==> config.mk <==
export PLATFORM = sky130hd
export DESIGN_NAME = racod_query_dispatcher
export DESIGN_NICKNAME = d
export VERILOG_FILES = /design/src/rtl/racod_pkg.sv /design/src/rtl/racod_query_fifo.sv /design/src/rtl/racod_query_dispatcher.sv
export SDC_FILE = /design/constraint.sdc
export NUM_CORES = 1
export LEC_CHECK = 0
export ABC_AREA = 1
export CORE_ASPECT_RATIO = 1.75
export CORE_MARGIN = 2
export CORE_UTILIZATION = 51
export CTS_CLUSTER_SIZE = 30
export DETAILED_ROUTE_END_ITERATION = 6
export PLACE_DENSITY = 0.83
export SYNTH_ARGS = -nofsm -noshare
export SYNTH_HDL_FRONTEND = slang
export SYNTH_SLANG_ARGS = --single-unit
==> constraint.sdc <==
create_clock -name clk -period 10.55 [get_ports clk]
set_input_delay 2.11 -clock clk [delete_from_list [all_inputs] [get_ports clk]]
set_output_delay 2.11 -clock clk [all_outputs]
set_load 0.02 [all_outputs]
==> src/rtl/racod_pkg.sv <==
// Shared constants and types for the collision-check query front-end:
// pose field layout of the 192-bit config word and the dispatcher FSM encoding.
package racod_pkg;

  localparam int CFG_W        = 192;
  localparam int FIELD_W      = 32;
  localparam int ORIGIN_X_LSB = 160;
  localparam int ORIGIN_Y_LSB = 128;
  localparam int LENGTH_LSB   = 96;
  localparam int WIDTH_LSB    = 64;
  localparam int SIN_LSB      = 32;
  localparam int COS_LSB      = 0;

  typedef enum logic [1:0] {
    ST_IDLE  = 2'd0,
    ST_ISSUE = 2'd1,
    ST_WAIT  = 2'd2,
    ST_RESP  = 2'd3
  } dispatch_state_t;

endpackage

==> src/rtl/racod_query_fifo.sv <==
// Circular query buffer with occupancy count; head entry is visible combinationally.
// One-cycle write latency; the caller never pushes when full nor pops when empty.
module racod_query_fifo #(
  parameter int DEPTH = 4,
  parameter int W     = 8
) (
  input  logic                   clk,
  input  logic                   rst,
  input  logic                   push,
  input  logic [W-1:0]           push_data,
  input  logic                   pop,
  output logic [W-1:0]           head,
  output logic [$clog2(DEPTH):0] count,
  output logic                   full,
  output logic                   empty
);

  localparam int AW = $clog2(DEPTH);
  localparam logic [AW-1:0] PTR_ONE = AW'(1);
  localparam logic [AW:0]   CNT_ONE = (AW+1)'(1);
  localparam logic [AW:0]   CNT_MAX = (AW+1)'(DEPTH);

  logic [W-1:0]  mem [DEPTH];
  logic [AW-1:0] wr_ptr;
  logic [AW-1:0] rd_ptr;

  // Storage is not reset; only pointers and count carry meaning after reset.
  always_ff @(posedge clk) begin
    if (push) begin
      mem[wr_ptr] <= push_data;
    end
  end

  always_ff @(posedge clk) begin
    if (rst) begin
      wr_ptr <= '0;
      rd_ptr <= '0;
      count  <= '0;
    end else begin
      if (push) begin
        wr_ptr <= wr_ptr + PTR_ONE;
      end
      if (pop) begin
        rd_ptr <= rd_ptr + PTR_ONE;
      end
      case ({push, pop})
        2'b10:   count <= count + CNT_ONE;
        2'b01:   count <= count - CNT_ONE;
        default: count <= count;
      endcase
    end
  end

  assign head  = mem[rd_ptr];
  assign full  = (count == CNT_MAX);
  assign empty = (count == '0);

endmodule

==> src/rtl/racod_query_dispatcher.sv <==
// Buffers tagged pose queries, issues them one at a time to the collision datapath,
// and returns {tag, collision} in arrival order; a stalled response holds off further issues.
module racod_query_dispatcher
  import racod_pkg::*;
#(
  parameter int DEPTH      = 4,
  parameter int TAG_W      = 4,
  parameter int RESULT_LAT = 1
) (
  input  logic                   clk,
  input  logic                   rst,
  input  logic                   req_valid,
  output logic                   req_ready,
  input  logic [CFG_W-1:0]       req_data,
  input  logic [TAG_W-1:0]       req_tag,
  output logic [CFG_W-1:0]       cfg_data,
  output logic                   cfg_valid,
  input  logic                   collision,
  output logic                   rsp_valid,
  input  logic                   rsp_ready,
  output logic                   rsp_collision,
  output logic [TAG_W-1:0]       rsp_tag,
  output logic                   busy,
  output logic [$clog2(DEPTH):0] q_count
);

  localparam int ENT_W = CFG_W + TAG_W;
  localparam int LAT_W = $clog2(RESULT_LAT + 1);
  localparam logic [LAT_W-1:0] LAT_LOAD = LAT_W'(RESULT_LAT);
  localparam logic [LAT_W-1:0] LAT_ONE  = LAT_W'(1);

  dispatch_state_t  state;
  logic [LAT_W-1:0] wait_cnt;
  logic             fifo_full;
  logic             fifo_empty;
  logic             push;
  logic             pop;
  logic             last_wait;
  logic [ENT_W-1:0] head;
  logic [TAG_W-1:0] head_tag;
  logic [CFG_W-1:0] head_pose;

  assign head_tag  = head[ENT_W-1:CFG_W];
  assign head_pose = head[CFG_W-1:0];
  assign req_ready = !fifo_full;
  assign push      = req_valid && req_ready;
  assign last_wait = (state == ST_WAIT) && (wait_cnt == LAT_ONE);
  // The head stays in the FIFO while in flight so its tag is still available when the result lands.
  assign pop       = last_wait;
  assign busy      = (state != ST_IDLE) || !fifo_empty;

  racod_query_fifo #(
    .DEPTH (DEPTH),
    .W     (ENT_W)
  ) u_fifo (
    .clk       (clk),
    .rst       (rst),
    .push      (push),
    .push_data ({req_tag, req_data}),
    .pop       (pop),
    .head      (head),
    .count     (q_count),
    .full      (fifo_full),
    .empty     (fifo_empty)
  );

  always_ff @(posedge clk) begin
    if (rst) begin
      state         <= ST_IDLE;
      wait_cnt      <= '0;
      cfg_valid     <= 1'b0;
      cfg_data      <= '0;
      rsp_valid     <= 1'b0;
      rsp_collision <= 1'b0;
      rsp_tag       <= '0;
    end else begin
      cfg_valid <= 1'b0;
      case (state)
        ST_IDLE: begin
          if (!fifo_empty) begin
            state     <= ST_ISSUE;
            cfg_valid <= 1'b1;
            cfg_data  <= head_pose;
          end
        end
        ST_ISSUE: begin
          wait_cnt <= LAT_LOAD;
          state    <= ST_WAIT;
        end
        ST_WAIT: begin
          wait_cnt <= wait_cnt - LAT_ONE;
          if (last_wait) begin
            rsp_collision <= collision;
            rsp_tag       <= head_tag;
            rsp_valid     <= 1'b1;
            state         <= ST_RESP;
          end
        end
        ST_RESP: begin
          // Skip IDLE when more work is queued so back-to-back queries keep the minimum spacing.
          if (rsp_ready) begin
            rsp_valid <= 1'b0;
            if (!fifo_empty) begin
              state     <= ST_ISSUE;
              cfg_valid <= 1'b1;
              cfg_data  <= head_pose;
            end else begin
              state <= ST_IDLE;
            end
          end
        end
        default: state <= ST_IDLE;
      endcase
    end
  end

endmodule

# [Word-level counts from Yosys, hierarchy flattened]
# Memory sizes are Yosys's and may differ from the RTL's. A register that Yosys moved wholly into a read port is not among the register bits.
# Cells that the tools add are included.
[classes] eq_ne=9 add_sub_neg=5 mul=0 n_lt_le_gt_ge=0 shifts=0 mux=20 div_mod_pow=0 n_bitwise=0 n_reduce_logical=16
[ops] cell="$mux W192" n=2
[ops] cell="$pmux W192 S2" n=1
[ops] cell="$mux W2" n=5
[ops] cell="$reduce_bool A2 Y1" n=5
[ops] cell="$pmux W2 S4" n=1
[ops] cell="$mux W1" n=7
[ops] cell="$eq A2 B2 Y1 const B" n=3
[ops] cell="$pmux W1 S2" n=3
[ops] cell="$pmux W3 S2" n=1
[ops] cell="$reduce_and A3 Y1" n=2
[ops] cell="$add A2 B1 Y2 const B" n=2
[ops] cell="$eq A2 B1 Y1 const B" n=2
[ops] cell="$ne A2 B2 Y1 const B" n=2
[ops] cell="$reduce_and A2 Y1" n=2
[ops] cell="$add A3 B1 Y3 const B" n=1
[ops] cell="$eq A3 B3 Y1 const B" n=1
[ops] cell="$logic_not A3 Y1" n=1
[ops] cell="$sub A3 B1 Y3 const B" n=1
[ops] cell="$logic_and A1 B1 Y1" n=2
[ops] cell="$logic_not A1 Y1" n=2
[ops] cell="$logic_not A2 Y1" n=1
[ops] cell="$ne A2 B1 Y1 const B" n=1
[ops] cell="$logic_or A1 B1 Y1" n=1
[ops] cell="$sub A1 B1 Y1 const B" n=1
[word_totals] memories=1 inputBits=201 ramBits=784 regBits=209 latch_bits=0 rom_bits=0 wordCells=61 out_inout_bits=204
[mem_list] memory="u_fifo.mem" depth=4 word_bits=196 read_ports=1 rd_ports_with_merged_regs=1 wr=1 line="racod_query_fifo.sv:23" rtl="logic [W-1:0] mem [DEPTH];"

# [Longest topological paths before layout]
# Gate-level depths: netlist of run 1.
[logic_depth] ltp_word=5 depth_mapped=13 mapped_depth_nobuf=12

# [By module]
# A second synthesis of run 1 with hierarchy kept.
[hier_totals] cells_unflattened=2857 area_unflattened_um2=36351.1
[by_module_without_submodules] mod="racod_query_fifo" seq_area_each_um2=23722.8 area_per_inst_um2=29296.8 cells_per_inst=1953 instances=1
[by_module_without_submodules] mod="racod_query_dispatcher" seq_area_each_um2=4043.9 area_per_inst_um2=7054.3 cells_per_inst=904 instances=1

# [Worst setup path before layout of run 1]
# No wires, ideal clock.
[synth_timing] kind="input-to-reg" startpoint="input port req_valid" endpoint="memory u_fifo.mem[0][0] (netlist name), enable pin" setup_slack_ps=-627 setup_time_ps=756 arrival_ps=10420 required_ps=9794 stages=2 path_buffers=0 cell_sequence="nand2_1 > nor2_1"
[synth_between] elab_chain_len=3
[synth_lines] item="start, declared" line="racod_query_dispatcher.sv:12" rtl="input logic req_valid,"
[synth_lines] item="$logic_and A1 B1 Y1" line="racod_query_dispatcher.sv:46" rtl="assign push = req_valid && req_ready;"
[synth_lines] item="$mux W1" line="racod_query_fifo.sv:29" rtl="if (push) begin"
[synth_lines] item="$mux W1 (not written as such)" line="racod_query_fifo.sv:30" rtl="mem[wr_ptr] <= push_data;"
[synth_lines] item="end, declared" line="racod_query_fifo.sv:23"
# No other way between the ends.

# [Final worst setup path of run 1]
[layout_timing] startpoint="input port req_valid" endpoint="memory u_fifo.mem[2][53] (netlist name), enable pin"
# The elaborated chain is that of the path after synthesis.

==> impl_results.md, run 1 <==
- Outcome: finished clean
- Die Ht: between 300 and 400 um
- Hold WS: between 400 and 500 ps
- RSZ-0062 raised after global routing: false
- Post-Syn Instances: roughly 3200
- Mean Syn Cell Area: between 10 and 15 um2
- First-pass GRT wire length: 134 mm
- # hold bufs at CTS: 0
- Slew Limit Headroom: 26.7%
- H-Tree Depth: 3
- Placer Congestion: slightly below 0.8
- Busiest grt layer: met2
- Post-route minimum period: about 4700 ps
- Share of synthesized registers carrying an async set or reset: 0%
- Power per cell area: 239 nW/um2
- Die X: approximately 210 um
- WHS Path Cells: 2
- Area contributors post-synth: edfxtp_1 (62%), nor2_1 (12%), dfxtp_1 (11%)
- Sink Count: 995
- Via count: around 25000
- # rows: 131
- Initial Util: between 50% and 60%
- Drt pass-1 iters: 5
- Commonest cells in the netlist: nor2_1 (1180), edfxtp_1 (784), o21ai_1 (521)
- Cts repair resizes: 0
- Fin area: 44700 um2
- Top cell type's share of synthesized area: a little over three fifths
- Clock Path Buffers: 3
- Crit path buf inv count: 3
- Crit Path Category: in2reg
- Pre-CTS setup slack: approximately 5300 ps
- Post-route ant nets: 0
- Buffers on Ports: 404
- Achievable Freq: 0.213 GHz
- Core region area: 73100 um2
- Worst-path clk slew: 60 ps
- Cell Area, Synth: 37700 um2
- Worst path max stage delay: slightly above 800 ps
- Critical path's slowest cell: buf_4
- Area leader, netlist: edfxtp_1
- Grt met3 use: between 5 and 6%
- GRT Residual Overflow: 0
- Flop-to-flop setup slack: between 7000 and 8000 ps
- Leakage: 16.1 nW
- Final Hold Vio Count: 0
- Pin count of the biggest net entering global routing: ~210
- Total die area: about 76000 um2
- 1st-iter DRT viols: around 2000
- Setup-violating endpoint count in the final report: 0
- GRT met1 Usage: between 20% and 30%
- CTS tree: yes
- Sequential area share after synthesis: between 70% and 80%
- Number of global-route vias before repair: 24600
- Clock latency on the worst-skew pair: 680 ps
- Area grow syn2layout: 18.6%
- Hold Crit Class: reg2reg
- Post-synth EDFFs: 784
- Via-to-Cell Ratio: ~5.4
- Fin. max-slew vios: 0
- Final Cycle Share: between 40 and 50%
- Crit path cell chain: clkdlybuf4s50_1, nand2_1, nor2_4, buf_12, buf_4
- Total Routed Length: approximately 90 mm
- Main synth FF type: edfxtp_1
- Reg-to-reg endpoint: cfg_data[34]$_SDFFE_PP0P_
- Req. time, crit path: around 11000 ps
- Num ports: 405
- CP endpoint kind: flop
- Top-count cell post-synth: nor2_1
- Synth warnings: 0
- Wire length per cell: about 19 um
- Initial antenna violation count: 21
- Actual slew at the worst max-slew pin: between 1000 and 1500 ps
- Layout cells sized above 1: 4.57%
- Area after DPL: ~42000 um2
- Clk_skew: around 23 ps
- CTS buffer count: 84
- Syn_nets: 3451
- Max_cap viols: 0
- Crit Path Max Fanout: around 140
- Worst vdd ir: 199 uV
- HPWL Detailed: about 50 mm
- Grt met2 use: roughly 41%
- Post-synth cell types: 26
- Worst Hold Launch: u_fifo.rd_ptr[1]$_SDFFE_PP0P_
- Flops & latches, synth: roughly 1000
- Residual DRC: 0
- Total GRT Usage: between 20% and 30%
- CP Launch Type: primary input
- Reg2Reg Depth: 8
- CTS root buffer: clkbuf_16
- CP top delay family: buffers and inverters
- Setup WS post-layout: between 5000 and 6000 ps
- Layout net count: approximately 3800
- Crit path DAT: around 5000 ps
- # Post-CTS Setup Buffers: 0
## how the worst max path moves through the flow
| stage | cells past startpoint | to | start |
|---|---|---|---|
| after floorplan | 2 | u_fifo.mem[0][0]$_DFFE_PP_ | req_valid |
| after global placement | 5 | u_fifo.mem[2][17]$_DFFE_PP_ | req_valid |
| after detailed placement | 5 | u_fifo.mem[2][94]$_DFFE_PP_ | req_valid |
| after CTS | 5 | u_fifo.mem[2][25]$_DFFE_PP_ | req_valid |
| after global routing | 5 | u_fifo.mem[2][53]$_DFFE_PP_ | req_valid |
| final | 5 | u_fifo.mem[2][53]$_DFFE_PP_ | req_valid |
## metal layers
layer / vias to the layer above / part of all wire, %
met2: 866 / 51
met4: 16 / 2.6
met3: 132 / 8.2
met1: 11800 / 38
met5: - / 0.13
li1: 11700 / -
## cell type report
type / instances / area, um2
antenna: 16 / 40.0
clock buffer: 131 / 2550
clock inverter: 25 / 226
fill: 5448 / 28400
inverter: 28 / 133
multi-input combinational: 2021 / 8530
sequential: 995 / 27800
tap: 931 / 1160
timing repair buffer: 431 / 4280
## flip-flops by register name, summed over array words and instances, names as in the netlist, named ones only
register,count
u_fifo.mem,784
cfg_data,192
rsp_tag,4
u_fifo.count,3
state,2
u_fifo.rd_ptr,2
u_fifo.wr_ptr,2
cfg_valid,1
rsp_collision,1
rsp_valid,1
wait_cnt,1
## where the power goes
group,internal [W],switching [W],total [W]
Sequential,0.00475,0.000258,0.00501
Combinational,0.000975,0.00163,0.00260
Clock,0.00172,0.00136,0.00308
Total,0.00745,0.00325,0.0107
## cell families after synthesis
group,after synthesis,synth area share [%]
buffers and inverters,224,3.79
and+or+nand+nor,1399,14.0
AOI/OAI and AO/OA,612,8.16
adders and majority gates,10,0.352
DFF,995,73.7
## per-stage QoR
stage	total power (W)	utilization, %	cells	setup TNS, ps
final	0.0107	61.1	4578	0
after global routing	0.0112	61.1	4571	0
after CTS	0.0108	61.1	4562	0
after detailed placement	0.00769	57.3	4406	0
after global placement	0.00763	57.3	4406	0
after floorplan	0.00663	-	3240	-491350
## worst reg2reg max path: stages, from the launching register on
cell	delay (ps)
dfxtp_4	870
buf_4	950
buf_4	860
nor2_1	160
nor2_1	140
o21ai_1	100
nand2_1	130
nor2_1	60
nor2_1	140
## layout by cell type, fill, tap and decap left out, types with 24 or more instances in the layout
cell	instances
nor2_1	1176
edfxtp_1	784
o21ai_1	521
clkdlybuf4s50_1	404
nand2_1	210
dfxtp_1	209
clkbuf_16	91
o21ai_0	73
clkbuf_1	28
buf_4	24
Power figures use the tool's default switching activity.
==> inputs of run 2 (changes only) <==
- clock period: 10.55 -> 4.31 ns (I/O delays scaled with it)
==> run 2 against run 1 <==
Effect of this change: final cell count increased by 0.48%; sequential cell count did not move; clock power rose to 2.7 times the previous value; worst setup slack lost 4600 ps; register-to-register slack lost 5200 ps; clock skew rose by 10 ps; via count is 0.85% higher; power rose to 2.5 times the previous value; routed wire length grew 1.4%; first-iteration DRC count increased by 2.3%; core utilization is 1.1 points higher; highest routed layer unchanged; combinational power rose to 2.5 times the previous value.
==> impl_results.md, run 2 (same netlist as run 1, synthesis figures left out) <==
- Final Cycle Share: between 70% and 80%
- Post-route minimum period: between 3000 and 4000 ps
- CTS buffer count: 86 (+2.4%)
- Crit path DAT: 2200 ps (-2770 ps)
- CP endpoint kind: output pin
- Crit path buf inv count: 2 (-1)
- Setup WS post-layout: 1250 ps (-4620 ps)
- Worst vdd ir: 540 uV (+170%)
- Drt pass-1 iters: 5 (unchanged)
- Flop-to-flop setup slack: 1890 ps (-5180 ps)
- Post-route core utilization: 62.2% (+1.1 points)
- CP startpoint: state[1]$_SDFFE_PP0P_
- Final Hold Vio Count: 0 (unchanged)
- Buffers on Ports: 404 (unchanged)
- CTS tree: yes
- Max_cap viols: 0 (unchanged)
- Num ports: 405 (unchanged)
- CP top delay family: buffers and inverters
- Top reg by flops: u_fifo.mem
- Clock Path Buffers: 3 (unchanged)
- Crit Path Max Fanout: 5 (-96%)
- Die Ht: 364 um (unchanged)
- Layout net count: 3799 (+0.72%)
- Post-route ant nets: 0 (unchanged)
- Clock latency on the worst-skew pair: 680 ps (about the same)
- 1st-iter DRT viols: 2020 (+2.3%)
- First-pass GRT wire length: 136 mm (+1.6%)
- Area grow syn2layout: 20.7%
- Setup-violating endpoint count in the final report: 0 (unchanged)
- Crit Path Category: reg2out
- CTS root buffer: clkbuf_16
- Leakage: 16.5 nW (+2.2%)
- RSZ-0062 raised after global routing: false
- Reg2Reg Depth: 8 (unchanged)
- Power per cell area: 595 nW/um2 (+150%)
- Wire length per cell: 19.3 um (+0.93%)
- Cts repair resizes: 0 (unchanged)
- GRT Residual Overflow: 0 (unchanged)
- Hold WS: 463 ps (-3.33 ps)
- Clk_skew: 33.2 ps (+10.4 ps)
- Outcome: finished clean
- WHS Path Cells: 2 (unchanged)
- Slew Limit Headroom: 25.4% (-1.3 points)
- Pre-CTS setup slack: 1190 ps (-4110 ps)
- Initial antenna violation count: 8 (-62%)
- Total GRT Usage: 23.2% (+0.42 points)
- Reg2Reg Launch Point: state[0]$_SDFFE_PP0P_
- # rows: 131 (unchanged)
- Actual slew at the worst max-slew pin: 1120 ps (+19.7 ps)
- Commonest cells after routing, fill and taps aside: nor2_1 (1176), edfxtp_1 (784), o21ai_1 (521)
- Pin count of the biggest net entering global routing: 205 (-1.9%)
- # hold bufs at CTS: 0 (unchanged)
- Worst path max stage delay: 650 ps (-170 ps)
- Via count: 24800 (+0.85%)
- Number of global-route vias before repair: 25100 (+2.0%)
- Max FFs per register: 784 (unchanged)
- Accumulated negative setup slack: 0 ps (unchanged)
- Worst Hold Launch: u_fifo.rd_ptr[1]$_SDFFE_PP0P_
- Hold Crit Class: reg2reg
- Die X: 210 um (unchanged)
- HPWL Detailed: 51.0 mm (+4.6%)
- Top flop regs: u_fifo.mem: 784 flops, cfg_data: 192 flops, rsp_tag: 4 flops
- Achievable Freq: between 0.3 and 0.4 GHz
- Sink Count: 995 (unchanged)
- Critical path's slowest cell: clkdlybuf4s50_1
- Fin. max-slew vios: 0 (unchanged)
- Area after DPL: 42400 um2 (+1.2%)
- Residual DRC: 0 (unchanged)
- Crit path cell chain: inv_1, ha_1, nand3_1, clkdlybuf4s50_1
- Total Routed Length: 88.8 mm (+1.4%)
- Total die area: 76200 um2 (unchanged)
- Fin area: 45500 um2 (+1.8%)
- Placer Congestion: 0.764 (-1.2%)
- Core region area: 73100 um2 (unchanged)
- CP Launch Type: flop
- Via-to-Cell Ratio: 5.39 (+0.37%)
- # Post-CTS Setup Buffers: 0 (unchanged)
- Worst-path clk slew: 70 ps (about the same)
- Commonest non-fill, non-tap cell in the layout: nor2_1
- Req. time, crit path: 3450 ps (-7390 ps)
- H-Tree Depth: 3 (unchanged)
- Initial Util: 51.6% (unchanged)
- Fill count: 5254 (-3.6%)
- Reg-to-reg endpoint: cfg_data[123]$_SDFFE_PP0P_
- Layout cells sized above 1: 5.68% (+1.1 points)
[run 2: changes by cell type in the layout (fill, tap and decap cells not counted), sizes merged]
cell / change
inv: +5
buf: +25
clkbuf: -14
clkinvlp: +3
bufinv: +11
diode: -8
[run 2: area by class of cell]
type | count | area (um2) | share of cell area [%]
Tap cell | 931 | 1160 | 2.56
Timing Repair Buffer | 456 | 4770 | 10.5
Sequential cell | 995 | 27800 | 61.1
Clock buffer | 117 | 2430 | 5.35
Antenna cell | 8 | 20.0 | 0.0440
Multi-Input combinational cell | 2021 | 8550 | 18.8
Inverter | 28 | 133 | 0.292
Clock inverter | 44 | 639 | 1.41
[run 2: stage by stage]
stage	power, W	cells
5_1_grt	0.0282	4598
3_5_place_dp	0.0190	4431
2_1_floorplan	0.0161	3240
6_report	0.0271	4600
4_1_cts	0.0272	4592
3_3_place_gp	0.0188	4431
[run 2: how the worst max path moves through the flow]
stage / end / slack (ps) / depth (start not counted)
detailed placement: u_fifo.mem[3][189]$_DFFE_PP_ / 1190 / 4
CTS: busy / 1180 / 4
floorplan: u_fifo.mem[0][0]$_DFFE_PP_ / 20 / 2
global route: busy / 1110 / 4
finish: busy / 1250 / 4
global placement: u_fifo.mem[3][188]$_DFFE_PP_ / 1240 / 4
[run 2: worst min-delay path, delay by kind of cell (launching register included)]
family | cells | cell delay [ps]
buffers and inverters | 1 | 60
DFF | 1 | 300
AOI/OAI and AO/OA | 1 | 60
[run 2: where the power goes]
part	switching, W	internal, W
registers	0.000605	0.0116
clock network	0.00344	0.00479
logic	0.00408	0.00251
[run 2: layer usage]
layer | part of all wire, % | routed length [um] | global-route usage (%)
met4 | 2.7 | 2370 | 9.78
met1 | 38 | 33500 | 26.8
met2 | 52 | 45700 | 41.6
met3 | 8.1 | 7160 | 5.15
met5 | 0.033 | 29 | 0
